==> src/rtl/fp_pkg.sv <==
// Shared FP register-file types: default geometry, register address and
// double-precision (even/odd pair) data word.
package fp_pkg;
  localparam int FP_WIDTH = 32;
  localparam int FP_DEPTH = 32;
  typedef logic [4:0]  fpreg_addr_t;
  typedef logic [63:0] fp_dbl_t;
endpackage

==> src/rtl/fp_regfile_sb_if.sv <==
// Decode / writeback bus of the FP register file: writeback, issue marking
// and the packed N-port read side.
interface fp_regfile_sb_if import fp_pkg::*; #(
  parameter int WIDTH = FP_WIDTH,
  parameter int DEPTH = FP_DEPTH,
  parameter int NREAD = 2
) ();
  localparam int AW = $clog2(DEPTH);

  logic                       we;
  logic [AW-1:0]              wa;
  logic                       wdbl;
  logic [2*WIDTH-1:0]         wd;
  logic [NREAD*AW-1:0]        ra;
  logic [NREAD-1:0]           rdbl;
  logic [NREAD*2*WIDTH-1:0]   rd;
  logic [NREAD-1:0]           rbusy;
  logic                       iss_v;
  logic [AW-1:0]              iss_a;
  logic                       iss_dbl;
  logic                       err;

  modport master (output we, wa, wdbl, wd, ra, rdbl, iss_v, iss_a, iss_dbl,
                  input  rd, rbusy, err);
  modport slave  (input  we, wa, wdbl, wd, ra, rdbl, iss_v, iss_a, iss_dbl,
                  output rd, rbusy, err);
endinterface

==> src/rtl/fp_scoreboard.sv <==
// Per-register busy tracking: issue sets, writeback clears (issue wins on the
// same edge), sticky error for misalignment and WAW re-issue.
module fp_scoreboard import fp_pkg::*; #(
  parameter int DEPTH    = FP_DEPTH,
  parameter bit ZERO_REG = 1'b1,
  localparam int AW      = $clog2(DEPTH)
) (
  input  logic             clk,
  input  logic             reset_n,
  input  logic             clr_lo,
  input  logic             clr_hi,
  input  logic [AW-1:0]    wa,
  input  logic             wr_mis,
  input  logic             iss_v,
  input  logic [AW-1:0]    iss_a,
  input  logic             iss_dbl,
  output logic [DEPTH-1:0] busy,
  output logic             err
);
  logic [DEPTH-1:0] busy_q, busy_d, set_m, clr_m;
  logic             err_q, err_d, iss_mis;

  always_comb begin
    set_m   = '0;
    clr_m   = '0;
    iss_mis = iss_v & iss_dbl & iss_a[0];
    if (clr_lo) clr_m[wa] = 1'b1;
    if (clr_hi) clr_m[{wa[AW-1:1], 1'b1}] = 1'b1;
    if (iss_v && !iss_mis) begin
      if (!(ZERO_REG && iss_a == '0)) set_m[iss_a] = 1'b1;
      if (iss_dbl) set_m[{iss_a[AW-1:1], 1'b1}] = 1'b1;
    end
    // set is OR'd last so a coincident issue leaves the register pending
    busy_d = (busy_q & ~clr_m) | set_m;
    err_d  = err_q | wr_mis | iss_mis | (|(busy_q & set_m));
  end

  always_ff @(posedge clk or negedge reset_n) begin
    if (!reset_n) begin
      busy_q <= '0;
      err_q  <= 1'b0;
    end else begin
      busy_q <= busy_d;
      err_q  <= err_d;
    end
  end

  assign busy = busy_q;
  assign err  = err_q;
endmodule

==> src/rtl/fp_regfile_sb.sv <==
// Parametrised FP register file: N combinational read ports with single or
// even/odd pair access, optional write-through bypass and busy scoreboard.
module fp_regfile_sb import fp_pkg::*; #(
  parameter int WIDTH    = FP_WIDTH,
  parameter int DEPTH    = FP_DEPTH,
  parameter int NREAD    = 2,
  parameter bit ZERO_REG = 1'b1,
  parameter bit BYPASS   = 1'b1
) (
  input  logic          clk,
  input  logic          reset_n,
  fp_regfile_sb_if.slave bus
);
  localparam int AW = $clog2(DEPTH);

  logic [DEPTH-1:0][WIDTH-1:0] regs_q, regs_d;
  logic [AW-1:0]               wa_hi;
  logic                        wr_mis, wr_lo, wr_hi;
  logic [DEPTH-1:0]            busy;
  logic                        err;

  always_comb begin
    wa_hi  = {bus.wa[AW-1:1], 1'b1};
    wr_mis = bus.we & bus.wdbl & bus.wa[0];
    wr_lo  = bus.we & ~wr_mis & ~(ZERO_REG && bus.wa == '0);
    wr_hi  = bus.we & bus.wdbl & ~wr_mis;
    regs_d = regs_q;
    if (wr_lo) regs_d[bus.wa] = bus.wd[WIDTH-1:0];
    if (wr_hi) regs_d[wa_hi]  = bus.wd[2*WIDTH-1:WIDTH];
  end

  always_ff @(posedge clk or negedge reset_n) begin
    if (!reset_n) regs_q <= '0;
    else          regs_q <= regs_d;
  end

  fp_scoreboard #(.DEPTH(DEPTH), .ZERO_REG(ZERO_REG)) u_sb (
    .clk     (clk),
    .reset_n (reset_n),
    .clr_lo  (wr_lo),
    .clr_hi  (wr_hi),
    .wa      (bus.wa),
    .wr_mis  (wr_mis),
    .iss_v   (bus.iss_v),
    .iss_a   (bus.iss_a),
    .iss_dbl (bus.iss_dbl),
    .busy    (busy),
    .err     (err)
  );

  assign bus.err = err;

  for (genvar i = 0; i < NREAD; i++) begin : g_rd
    logic [AW-1:0]    a_lo, a_hi;
    logic             dbl, mis;
    logic [WIDTH-1:0] d_lo, d_hi;

    always_comb begin
      a_lo = bus.ra[i*AW +: AW];
      a_hi = {a_lo[AW-1:1], 1'b1};
      dbl  = bus.rdbl[i];
      mis  = dbl & a_lo[0];
      d_lo = regs_q[a_lo];
      d_hi = regs_q[a_hi];
      // forward whichever writeback half lands on the addressed register
      if (BYPASS && wr_lo && bus.wa == a_lo) d_lo = bus.wd[WIDTH-1:0];
      if (BYPASS && wr_hi && wa_hi  == a_lo) d_lo = bus.wd[2*WIDTH-1:WIDTH];
      if (BYPASS && wr_lo && bus.wa == a_hi) d_hi = bus.wd[WIDTH-1:0];
      if (BYPASS && wr_hi && wa_hi  == a_hi) d_hi = bus.wd[2*WIDTH-1:WIDTH];
      if (ZERO_REG && a_lo == '0) d_lo = '0;
      if (!dbl) d_hi = '0;
      if (mis) begin
        d_lo = '0;
        d_hi = '0;
      end
    end

    assign bus.rd[i*2*WIDTH +: 2*WIDTH] = {d_hi, d_lo};
    assign bus.rbusy[i] = ~mis & (busy[a_lo] | (dbl & busy[a_hi]));
  end
endmodule

==> src/flat_wrapper.sv <==
// flat-port wrapper written by rule: the top's interface ports become plain ports
module fp_regfile_sb_flat import fp_pkg::*;
#(
  parameter int WIDTH    = FP_WIDTH,
  parameter int DEPTH    = FP_DEPTH,
  parameter int NREAD    = 2,
  parameter bit ZERO_REG = 1'b1,
  parameter bit BYPASS   = 1'b1
)
  (clk, reset_n, bus_we, bus_wa, bus_wdbl, bus_wd, bus_ra, bus_rdbl, bus_iss_v, bus_iss_a, bus_iss_dbl, bus_rd, bus_rbusy, bus_err);
  fp_regfile_sb_if #(.WIDTH(WIDTH), .DEPTH(DEPTH), .NREAD(NREAD)) bus_i ();
  input  logic clk;
  input  logic reset_n;
  input wire logic [$bits(bus_i.we)-1:0] bus_we;
  input wire logic [$bits(bus_i.wa)-1:0] bus_wa;
  input wire logic [$bits(bus_i.wdbl)-1:0] bus_wdbl;
  input wire logic [$bits(bus_i.wd)-1:0] bus_wd;
  input wire logic [$bits(bus_i.ra)-1:0] bus_ra;
  input wire logic [$bits(bus_i.rdbl)-1:0] bus_rdbl;
  input wire logic [$bits(bus_i.iss_v)-1:0] bus_iss_v;
  input wire logic [$bits(bus_i.iss_a)-1:0] bus_iss_a;
  input wire logic [$bits(bus_i.iss_dbl)-1:0] bus_iss_dbl;
  output wire logic [$bits(bus_i.rd)-1:0] bus_rd;
  output wire logic [$bits(bus_i.rbusy)-1:0] bus_rbusy;
  output wire logic [$bits(bus_i.err)-1:0] bus_err;
  assign bus_i.we = bus_we;
  assign bus_i.wa = bus_wa;
  assign bus_i.wdbl = bus_wdbl;
  assign bus_i.wd = bus_wd;
  assign bus_i.ra = bus_ra;
  assign bus_i.rdbl = bus_rdbl;
  assign bus_i.iss_v = bus_iss_v;
  assign bus_i.iss_a = bus_iss_a;
  assign bus_i.iss_dbl = bus_iss_dbl;
  assign bus_rd = bus_i.rd;
  assign bus_rbusy = bus_i.rbusy;
  assign bus_err = bus_i.err;
  fp_regfile_sb #(.WIDTH(WIDTH), .DEPTH(DEPTH), .NREAD(NREAD), .ZERO_REG(ZERO_REG), .BYPASS(BYPASS)) u_core (.clk(clk), .reset_n(reset_n), .bus(bus_i));
endmodule
==> config.mk <==
export PLATFORM = sky130hd
export DESIGN_NAME = fp_regfile_sb_flat
export DESIGN_NICKNAME = d
export VERILOG_FILES = /design/src/rtl/fp_pkg.sv /design/src/rtl/fp_regfile_sb_if.sv /design/src/rtl/fp_scoreboard.sv /design/src/rtl/fp_regfile_sb.sv /design/src/flat_wrapper.sv
export SDC_FILE = /design/constraint.sdc
export NUM_CORES = 2
export LEC_CHECK = 0
export ABC_CLOCK_PERIOD_IN_PS = 2600
export BUFFER_PORTS_ARGS = -buffer_cell sky130_fd_sc_hd__clkbuf_2
export CAP_MARGIN = 40
export CORE_MARGIN = 1.5
export CORE_UTILIZATION = 30
export CTS_BUF_LIST = sky130_fd_sc_hd__clkbuf_8
export DETAILED_ROUTE_END_ITERATION = 10
export PLACE_DENSITY = 0.53
export SLEW_MARGIN = 20
export SYNTH_ARGS = -nofsm -noshare
export SYNTH_HDL_FRONTEND = slang
export SYNTH_HIERARCHICAL = 1
export SYNTH_SLANG_ARGS = --single-unit
==> constraint.sdc <==
create_clock -name clk -period 2.6 [get_ports clk]
set_clock_uncertainty 0.15 [all_clocks]
set_input_delay 0 -clock clk [delete_from_list [all_inputs] [get_ports clk]]
set_output_delay 0 -clock clk [all_outputs]
set_load 0.05 [all_outputs]
### Yosys cells after proc, flatten, opt, wreduce, memory -nomap -nowiden

Index checks and enable logic that the tools add are counted.

| storage, ports and cells | value |
|---|---|
| flip-flop bits (word level) | 1057 |
| output and inout port bits | 131 |
| word-level logic and storage cells | 155 |

| cells by class | value |
|---|---|
| $lt $le $gt $ge | 12 |
| equal/unequal tests | 8 |
| multiplexer cells | 54 |
| bitwise logic cells | 28 |
| reductions and logical operators | 19 |

Operator list:

| cell | number |
|---|---|
| bitwise mux 1024 bit | 2 |
| 2-to-1 mux 1024 bit | 2 |
| 2-to-1 mux 32 bit | 28 |
| binary-select mux 32 bit (select 5 bit) | 2 |
| binary-select mux 32 bit (select 4 bit) | 2 |
| demux 32 bit (select 5 bit) | 1 |
| demux 32 bit (select 4 bit) | 1 |
| OR 32 bit | 3 |
| bitwise AND 32 bit | 2 |
| < comparator 5 x 6 -> 1 bit (second input constant) | 8 |
| NOT 32 bit | 1 |
| OR reduction 32 bit | 1 |
| equality test 5 bit | 6 |
| greater-or-equal comparator 5 x 1 -> 1 bit (second input constant) | 4 |
| zero test 5 bit | 4 |
| bitwise AND 1 bit | 13 |
| logical AND 1 bit | 13 |
| binary-select mux 1 bit (select 5 bit) | 2 |
| demux 1 bit (select 5 bit) | 2 |
| binary-select mux 1 bit (select 4 bit) | 2 |
| demux 1 bit (select 4 bit) | 2 |
| equality test 4 bit | 2 |
| 2-to-1 mux 1 bit | 8 |
| OR 1 bit | 5 |
| other kinds (2) | 5 |

### Logic depth before layout (Yosys ltp)

| depth | value |
|---|---|
| depth after elaboration | 12 |
| gate-level depth with buffers | 11 |
| mapped depth without buffers | 7 |

### Modules after synthesis

Netlist, hierarchy kept.

By module, submodules not included:

| module | times used | cells an instance | area an instance (um^2) | sequential area each (um^2) |
|---|---|---|---|---|
| fp_regfile_sb | 1 | 5464 | 68280.5 | 25624.6 |
| fp_scoreboard | 1 | 194 | 1755.4 | 825.8 |

### Worst setup path after synthesis

No wires, ideal clock.

| timing path | value |
|---|---|
| kind | input to output |
| from | input bus_ra[7] |
| to | output bus_rd[103] |
| data arrival time | 2.709 ns |
| required time | 2.450 ns |
| path slack | -0.259 ns |
| stages on the path | 9 |
| buffers on the path | 4 |
| path through | buf_4 > buf_6 > buf_4 > buf_4 > mux2i_1 > mux4_2 > nand2_1 > o211ai_1 > a311oi_1 |

| on the way | value |
|---|---|
| word-level cells in the longest chain between the ends | 6 |
| elaborated cells between the ends (all ways) | 10 |
| classes of those cells | eq/ne (2); mux (6); reduce/logical (2) |

Ends and longest elaborated chain:

| what | line | RTL |
|---|---|---|
| from (decl) | flat_wrapper.sv:18 | `input wire logic [$bits(bus_i.ra)-1:0] bus_ra;` |
| binary-select mux 32 bit (select 4 bit) or equality test 5 bit (tied branches) | fp_regfile_sb.sv:64, fp_regfile_sb.sv:68 |  |
| 2-to-1 mux 32 bit (not written as such) or logical AND 1 bit (tied branches) | fp_regfile_sb.sv:64, fp_regfile_sb.sv:68 |  |
| 2-to-1 mux 32 bit | fp_regfile_sb.sv:68 | `if (BYPASS && wr_lo && bus.wa == a_hi) d_hi = bus.wd[WIDTH-1:0];` |
| 2-to-1 mux 32 bit * | fp_regfile_sb.sv:69 | `if (BYPASS && wr_hi && wa_hi == a_hi) d_hi = bus.wd[2*WIDTH-1:WIDTH];` |
| 2-to-1 mux 32 bit * | fp_regfile_sb.sv:71 | `if (!dbl) d_hi = '0;` |
| 2-to-1 mux 32 bit * | fp_regfile_sb.sv:72 | `if (mis) begin` |
| to (decl) | flat_wrapper.sv:23 | `output wire logic [$bits(bus_i.rd)-1:0] bus_rd;` |

Mark *: on every way between the ends. The rest lies on a longest branch, timed or not. The select of a mux whose other input is x is not followed.

### Worst setup path after layout

| timing path | value |
|---|---|
| from | register u_core/regs_q[447] in the netlist's numbering |
| to | output bus_rd[95] |

| on the way | value |
|---|---|
| word-level cells in the longest chain between the ends | 6 |

Ends and longest elaborated chain:

| what | line | RTL |
|---|---|---|
| from (decl) | fp_regfile_sb.sv:16 | `logic [DEPTH-1:0][WIDTH-1:0] regs_q, regs_d;` |
| from (signal assigned) | fp_regfile_sb.sv:34 | `else regs_q <= regs_d;` |
| binary-select mux 32 bit (select 5 bit) | fp_regfile_sb.sv:63 | `d_lo = regs_q[a_lo];` |
| 2-to-1 mux 32 bit (not written as such) | fp_regfile_sb.sv:63 |  |
| 2-to-1 mux 32 bit | fp_regfile_sb.sv:66 | `if (BYPASS && wr_lo && bus.wa == a_lo) d_lo = bus.wd[WIDTH-1:0];` |
| 2-to-1 mux 32 bit | fp_regfile_sb.sv:67 | `if (BYPASS && wr_hi && wa_hi == a_lo) d_lo = bus.wd[2*WIDTH-1:WIDTH];` |
| 2-to-1 mux 32 bit | fp_regfile_sb.sv:70 | `if (ZERO_REG && a_lo == '0) d_lo = '0;` |
| 2-to-1 mux 32 bit | fp_regfile_sb.sv:72 |  |

Every way passes these cells. The select of a mux whose other input is x is not followed.

==> metrics.txt <==
status finished with violations; failing checks setup timing; DR iter-0 viols 7079; routed via count 57500; CTS Sinks 1057; slowest CP cell mux4_2; WL met2 138 mm; synthesized area 70000 um2; FILL cells 21700; I/O pin count 223; maximum clock frequency 297 MHz; Post-Synthesis Cells 5658; Worst setup SP type register; Setup crit end kind primary output; Initial Util 30.1%; drt first pass iters 8; Mean Syn Cell Area 12.4 um2; largest area contributor in the netlist dfrtp_1; Clock Latency Late Sink 990 ps; wl on met1 124 mm; CTS max path bufs 3; Max-Cap Viols 0; crit path cell chain mux4_2, mux4_2, a2111oi_4, nor3_4, buf_12; Power Density 694 nW/um2; Rows 177; Chip Width 486 um; CTS root buf clkbuf_8; Post-Layout Cell Count 9466; Post-Route WL 313 mm; DP Cell Count 8783; CORE AREA 232000 um2; Met3 Wirelength 34.7 mm; peak supply drop 483 uV; RSZ-0062 raised after global routing true; Die H 486 um; DR WL/cell 33.0 um; GRT overflow 0; Synth warnings 6; Area Growth Syn to Fin 29.1%; Final WS setup -768 ps; max-slew violations 0; pin count of the biggest net entering global routing 83; prevailing post-synth register cell dfrtp_1; crit path time final 3370 ps; CTS tree built; Slew @ Worst Pin 849 ps; drt drc 0; CTS buffer count 190; share of cells above drive strength 1 45.8%; Vias/cell 6.08; ys async rst share 100%; critical path fanouts, max 4; Seq/Total Area, Yosys 37.8%; synth unique cells 73; Placer Congestion 0.918; crit path DAT 3220 ps; max incr delay on CP 520 ps; Seq cells post-synth 1057; antenna violations before repair 9; required time worst endpoint 2450 ps; period utilization 130%; Port Buffers 222; top routing layer in use met5; Yosys top cell area share 37.8%; top cells by area, synth dfrtp_1 (38%), mux4_2 (26%), mux2i_1 (9.8%), mux2_2 (7.6%), a21oi_1 (2.5%); first-pass GRT wire length 442 mm; die area 236000 um2; Routed Antenna Nets 0; final setup fails 130; Static Leak 0.0382 uW; Hold WC Path Type in2reg; Min Hold Slack 48.3 ps; Crit path top cell by count mux4_2; relative slew slack 43.4%; number of global-route vias before repair 56900; Crit Path Category reg2out; all-layer global routing usage 26.0%; Post-Layout Inst Area 90400 um2; Placed Area 81100 um2; Final Hold Vio Count 0; Worst-path clk slew 70 ps; hpwl dp 199 mm; htree depth 4; number of nets in the layout 6353; Post-synth EDFFs 0; synthesized net count 5750
## routing by layer
| metal | vias to the layer above | track usage, % |
|---|---|---|
| met3 | 739 | 7.81 |
| met1 | 30100 | 34.6 |
| met5 | - | 0 |
| met4 | 8 | 12.3 |
| li1 | 22900 | - |
| met2 | 3756 | 38.4 |
## cell families (layout without fill, tap and decap cells)
logic type,count (synthesis),in the layout,share of synthesized area [%]
compound gates,903,903,7.41
xor+xnor,11,11,0.138
fa+ha+maj,1,1,0.0143
buf+inv,726,1486,4.67
flops,1057,1057,37.8
mux,2002,2002,44.3
other cells,0,5,0
simple gates,958,958,5.66
## cells in the final DEF, fill, tap and decap left out, types with 163 or more instances in the layout
cell and instances:
nor2_1 376, buf_4 456, dfrtp_1 1032, mux2_2 469, mux2i_1 669, dlygate4sd3_1 163
nand2_1 327, o21ai_0 287, buf_12 303, a21oi_1 310, mux4_2 827, clkbuf_8 238
## timing repair
action | CTS | global route
pin swaps | 169 | 60
hold buffers | 169 | 1
hold endpoints to repair | 2082 | 2
setup buffers | 159 | 53
resized for setup | 390 | 130
endpoints found under the setup margin | 130 | 138
## synth_stat cells, drive strengths merged (7+ instances only)
cell type and instances:
a22o 10, a21oi 353, buf 300, or2 7
mux4 829, nor2b 22, dfrtp 1057, a22oi 56
o22ai 20, a31oi 9, nand2 411, nand3b 9
nor3 16, o21ai 337, a2111oi 12, clkbuf 418
nor2 400, and2 10, o221ai 14, mux2 485
nand2b 13, nand4 9, mux2i 688, and3 12
a311oi 64, nand3 27
## area by class of cell
cell class	instances	area (um2)	share of cell area, %
diodes	5	12.5	0.0138
clock buffers	238	3280	3.62
clock inverters	111	742	0.821
inverters	8	42.5	0.0471
multi-input cells	3875	43000	47.5
flip-flops and latches	1057	26500	29.3
well taps	3043	3810	4.21
repair buffers	1129	13100	14.5
## through the flow
stage | TNS [ps] | total power [uW] | utilization [%] | setup WS [ps]
6_report | -56490 | 62700 | 38.9 | -768
5_1_grt | -66110 | 65100 | 38.9 | -793
4_1_cts | -69120 | 61900 | 38.5 | -766
3_5_place_dp | -2720 | 42700 | 34.9 | -501
3_3_place_gp | -3530 | 42200 | 34.9 | -641
2_1_floorplan | -966 | 35200 | - | -81.3
## critical path: cells and delay by family (launching register included)
family,cells,cell delay (ps)
DFF,1,430
buffers and inverters,1,190
AOI/OAI and AO/OA,1,430
muxes,2,1020
and+or+nand+nor,1,160
## final timing paths
path / from / to / slack (ps) / depth (start not counted)
min reg2reg: register / register / 250 / 0
max reg2reg: u_core/u_sb/busy[3] / u_core/u_sb/err / 240 / 7
max in group asynchronous: reset_n / async pin / 1040 / 6
min in group asynchronous: reset_n / async pin / 300 / 4
min: bus_wd[12] / register / 50 / 3
max: u_core/regs_q[447] / bus_rd[95] / -770 / 5
## power breakdown
group	switching, uW	internal [uW]	total, uW
clock	8050	8980	17000
sequential	3840	20000	23900
combinational	9490	12300	21800
total	21400	41300	62700
No activity file was read; power rests on OpenSTA's default activity.
